--- src/rtl/mem_arb_pkg.sv ---
// Shared definitions for the mem_arb_rr memory arbiter.
// Holds the arbitration mode encodings and the two-state FSM type.
package mem_arb_pkg;

  localparam logic MODE_RR    = 1'b0;
  localparam logic MODE_FIXED = 1'b1;

  typedef enum logic {
    IDLE  = 1'b0,
    GRANT = 1'b1
  } arb_state_e;

endpackage

--- src/rtl/rr_pick.sv ---
// Combinational winner select: round-robin starting just after last_ptr,
// or fixed priority starting at index 0.
module rr_pick
  import mem_arb_pkg::*;
#(
  parameter  int COUNT = 4,
  localparam int IDX_W = (COUNT > 1) ? $clog2(COUNT) : 1
) (
  input  logic [COUNT-1:0] request,
  input  logic [IDX_W-1:0] last_ptr,
  input  logic             mode,
  output logic [COUNT-1:0] winner,
  output logic [IDX_W-1:0] winner_idx,
  output logic             found
);

  int               start;
  int               idx;
  logic [IDX_W-1:0] sel;

  // Walk all COUNT positions from the start point; the first requester seen wins.
  always_comb begin
    winner     = '0;
    winner_idx = '0;
    found      = 1'b0;
    idx        = 0;
    sel        = '0;
    start      = (mode == MODE_RR) ? ((int'(last_ptr) + 1) % COUNT) : 0;
    for (int k = 0; k < COUNT; k++) begin
      idx = (start + k) % COUNT;
      sel = IDX_W'(idx);
      if (!found && request[sel]) begin
        found       = 1'b1;
        winner[sel] = 1'b1;
        winner_idx  = sel;
      end
    end
  end

endmodule

--- src/rtl/mem_arb_rr.sv ---
// Single-holder memory arbiter (round-robin or fixed priority) with an
// advisory yield request once a holder has used QUANTUM cycles under contention.
module mem_arb_rr
  import mem_arb_pkg::*;
#(
  parameter  int COUNT   = 4,
  parameter  int QUANTUM = 0,
  localparam int IDX_W   = (COUNT > 1) ? $clog2(COUNT) : 1,
  localparam int CNT_W   = (QUANTUM > 0) ? $clog2(QUANTUM + 1) : 1
) (
  input  logic             clock,
  input  logic             reset,
  input  logic [COUNT-1:0] request,
  input  logic             mode,
  output logic [COUNT-1:0] authorized,
  output logic             grant_valid,
  output logic [IDX_W-1:0] grant_index,
  output logic [COUNT-1:0] yield_req
);

  localparam logic             YIELD_EN = (QUANTUM > 0) && (COUNT > 1);
  localparam logic [CNT_W-1:0] CNT_MAX  = CNT_W'(QUANTUM);

  arb_state_e       state_q, state_d;
  logic [COUNT-1:0] authorized_q, authorized_d;
  logic             grant_valid_q, grant_valid_d;
  logic [IDX_W-1:0] grant_index_q, grant_index_d;
  logic [COUNT-1:0] yield_q, yield_d;
  logic [CNT_W-1:0] cnt_q, cnt_d;
  logic [IDX_W-1:0] last_ptr_q, last_ptr_d;

  logic [IDX_W-1:0] pick_ptr;
  logic [COUNT-1:0] winner;
  logic [IDX_W-1:0] winner_idx;
  logic             found;
  logic             holder_req;
  logic             others_req;

  // During a grant the holder is the release pointer for a same-edge hand-over.
  assign pick_ptr   = (state_q == GRANT) ? grant_index_q : last_ptr_q;
  assign holder_req = |(request & authorized_q);
  assign others_req = |(request & ~authorized_q);

  rr_pick #(
    .COUNT(COUNT)
  ) u_pick (
    .request   (request),
    .last_ptr  (pick_ptr),
    .mode      (mode),
    .winner    (winner),
    .winner_idx(winner_idx),
    .found     (found)
  );

  always_comb begin
    state_d       = state_q;
    authorized_d  = authorized_q;
    grant_valid_d = grant_valid_q;
    grant_index_d = grant_index_q;
    yield_d       = yield_q;
    cnt_d         = cnt_q;
    last_ptr_d    = last_ptr_q;
    case (state_q)
      IDLE: begin
        if (found) begin
          state_d       = GRANT;
          authorized_d  = winner;
          grant_valid_d = 1'b1;
          grant_index_d = winner_idx;
          cnt_d         = '0;
          yield_d       = '0;
        end
      end
      GRANT: begin
        if (holder_req) begin
          if (cnt_q != CNT_MAX) cnt_d = cnt_q + 1'b1;
          yield_d = (YIELD_EN && (cnt_q == CNT_MAX) && others_req) ? authorized_q : '0;
        end else begin
          last_ptr_d = grant_index_q;
          cnt_d      = '0;
          yield_d    = '0;
          if (found) begin
            authorized_d  = winner;
            grant_index_d = winner_idx;
          end else begin
            state_d       = IDLE;
            authorized_d  = '0;
            grant_valid_d = 1'b0;
          end
        end
      end
      default: state_d = IDLE;
    endcase
  end

  always_ff @(posedge clock) begin
    if (reset) begin
      state_q       <= IDLE;
      authorized_q  <= '0;
      grant_valid_q <= 1'b0;
      grant_index_q <= '0;
      yield_q       <= '0;
      cnt_q         <= '0;
      last_ptr_q    <= IDX_W'(COUNT - 1);
    end else begin
      state_q       <= state_d;
      authorized_q  <= authorized_d;
      grant_valid_q <= grant_valid_d;
      grant_index_q <= grant_index_d;
      yield_q       <= yield_d;
      cnt_q         <= cnt_d;
      last_ptr_q    <= last_ptr_d;
    end
  end

  assign authorized  = authorized_q;
  assign grant_valid = grant_valid_q;
  assign grant_index = grant_index_q;
  assign yield_req   = yield_q;

endmodule

--- config.mk ---
export PLATFORM = sky130hd
export DESIGN_NAME = mem_arb_rr
export DESIGN_NICKNAME = d
export VERILOG_FILES = /design/src/rtl/mem_arb_pkg.sv /design/src/rtl/rr_pick.sv /design/src/rtl/mem_arb_rr.sv
export SDC_FILE = /design/constraint.sdc
export NUM_CORES = 1
export LEC_CHECK = 0
export CAP_MARGIN = 10
export CORE_MARGIN = 10
export CORE_UTILIZATION = 47
export CTS_CLUSTER_SIZE = 8
export DETAILED_ROUTE_END_ITERATION = 16
export GPL_TIMING_DRIVEN = 1
export MAX_ROUTING_LAYER = met4
export PLACE_DENSITY = 0.75
export SLEW_MARGIN = 20
export SYNTH_ARGS = -nofsm -noshare
export SYNTH_HDL_FRONTEND = slang
export SYNTH_SLANG_ARGS = --single-unit
export TNS_END_PERCENT = 1
--- constraint.sdc ---
create_clock -name clock -period 2.85 [get_ports clock]
set_input_delay 0.7125 -clock clock [delete_from_list [all_inputs] [get_ports clock]]
set_output_delay 0.7125 -clock clock [all_outputs]
set_load 0.05 [all_outputs]
==> impl_metrics.tcl <==
set metrics [dict create \
    finalPower_w 0.001196 \
    dp_slack_ns -0.2832 \
    rsz0062_at_grt "no" \
    fin_nets 157 \
    max-slew-margin-rel 0.6111 \
    p_per_area_mw_per_mm2 950.8 \
    holdPathEnd "grant_valid" \
    cts_root_buf "clkbuf_4" \
    antenna_found_initial 0 \
    regToRegSetupSlack_ns 0.18 \
    cts.clk_slew.worst_paths_ns 0.06 \
    ys_seq_area_frac 0.1983 \
    slew_viol_final 0 \
    fp-row-count 16 \
    htreeDepth 1 \
    synth_top_area_share 0.1983 \
    grt_pass1_wl_mm 4.560 \
    die_h_um 66.35 \
    wl_mm 2.760 \
    holdWs_ns 0.4846 \
    cp-end-kind "flop" \
    crit_path_max_fanout 5 \
    worstSetupStartpointType "flop" \
    dp_hpwl_mm 2.188 \
    setup_viol 0 \
    avgSynthCellArea_um2 8.485 \
    dp.cells 164 \
    hold_depth 2 \
    synth-edff-count 0 \
    syn_area_mm2 0.001010 \
    viasPerCell 6.042 \
    core_mm2 0.002002 \
    hold_class "reg -> reg" \
    ys.flop_type "dfxtp_1" \
    grt.total_usage 0.1326 \
    syn_inst 119 \
    vias 1009 \
    synth_seq_cells 10 \
    overflow 0 \
    final_cells 167 \
    rr_endpoint "authorized[1]" \
    die-area_mm2 0.004402 \
    yosysWarnings 0 \
    clock_sinks 10 \
    clock.fmax_mhz 374.1 \
    port_buffers 13 \
    drc 0 \
    crit_type "reg -> reg" \
    initial_core_util 0.5044 \
    cts_tree "yes" \
    async_flop_share 0 \
    hold_start "grant_valid" \
    drive_above_1_share 0.2214 \
    synth.largest_area_cell "dfxtp_1" \
    r2r-start "last_ptr_q[0]" \
    clk_path_buf_depth 2 \
    gp_congestion 0.9913 \
    diodes 0 \
    initialDrtViolationCount 53 \
    yosys-top-cells-count "inv_1 (13), dfxtp_1 (10), ha_1 (8), o21ai_0 (8)" \
    reg2reg_depth 8 \
    antenna_left 0 \
    fin_crit_sh 0.9380 \
    tightest_slew_ns 0.5772 \
    cap_violations 0 \
    wl_per_cell_um 16.53 \
    irDropWorstVdd_mv 0.6622 \
    grt_max_degree 9 \
    io_pins 18 \
    finalHoldViolCount 0 \
    die_x_um 66.35 \
    finalCriticalPeriod_ns 2.673 \
    yosysMostFrequentCell "inv_1" \
    dr.pass1.iters 5 \
    utilization 0.6281 \
    timing.final.ws_setup_ns 0.1766 \
    clock-skew-final_ns 0.006925 \
    clkLatencyLatePin_ns 0.26 \
    yosysUniqueCellTypes 43 \
    status "completed" \
    leakagePower_nw 0.5217 \
    crit_required_ns 2.97 \
    area_growth_pct 24.54 \
    yosys-top-cells-area "dfxtp_1 (20%), ha_1 (9.9%), o221ai_1 (5.2%)" \
    worst_ep_arrival_time_ns 2.80 \
    cts_buffers 3 \
    grt_pass1_vias 965 \
]
==> through the flow <==
step,TNS [ns],cell area [um2]
floorplan,0,1030
global placement,-0.9911,1210
detailed placement,-1.433,1210
CTS,0,1245
global route,0,1257
finish,0,1257
==> report_power, final <==
part / switching [W] / leakage (nW) / internal [W]
Clock: 0.0000455 / 0.0138 / 0.0000486
Sequential: 0.0000538 / 0.0836 / 0.000193
Combinational: 0.000496 / 0.424 / 0.000359
Total: 0.000595 / 0.522 / 0.000600
==> state kept, by name, summed over array words and instances (netlist names) <==
name,count
authorized,4
grant_index,2
last_ptr_q,2
grant_valid,1
state_q,1
==> cell type report <==
type	instances	area, um2
clock buffer	3	22.52
fill	176	744.5
inverter	13	48.80
multi-input combinational	89	726.9
sequential	10	202.7
tap	27	33.78
timing repair buffer	25	222.7
==> how the worst max path moves through the flow <==
stage,startpoint,to,slack (ns),cells past startpoint
finish,last_ptr_q[0],authorized[1],0.18,8
detailed placement,mode,authorized[1],-0.28,7
global route,state_q,grant_index[1],0.03,10
global placement,mode,authorized[2],-0.22,7
CTS,mode,authorized[1],0.04,7
floorplan,mode,grant_index[1],0.001,11
==> cells in the final DEF (no fill, tap or decap), drive strengths merged, types with 2 or more instances in the layout <==
cell type,n
inv,13
clkdlybuf4s50,12
buf,12
dfxtp,10
o21ai,8
ha,8
nor2,6
nand2,6
o221ai,6
nand3,5
a222oi,4
conb,4
clkbuf,3
mux2i,3
nand2b,3
a211oi,3
xor2,2
or2,2
a22oi,2
a211o,2
mux4,2
nor3,2
a31oi,2
a21oi,2
nor2b,2
==> cells by family after synthesis <==
logic type	after synthesis	synth area share
compound gates	39	0.3160
simple gates	30	0.1524
buf+inv	23	0.1152
flops	10	0.1983
fa+ha+maj	8	0.09914
mux	6	0.09789
xor+xnor	2	0.01735
other cells	1	0.003714
==> critical path: stages (launching register included) <==
cell and delay, ns:
dfxtp_1 0.44, xor2_1 0.19, mux2i_1 0.15, or2_2 0.35, ha_4 0.31, mux4_2 0.36, o211a_4 0.19, a222oi_1 0.37
o221ai_1 0.18
==> layer usage <==
layer	up-vias	wire length, um	GRT usage
met3	4	205	0.04068
met5	-	0	-
met2	42	1315	0.2081
met1	485	1218	0.1637
li1	478	-	-
met4	0	21	0.02356
==> timing repair <==
action | 4_1_cts | 5_1_grt
setup endpoints to repair | 1 | 5
pin swaps | 1 | 1
hold buffers | 0 | 0
setup buffers | 0 | 0
gates resized for setup | 1 | 3
(Power assumes the default switching activity.)
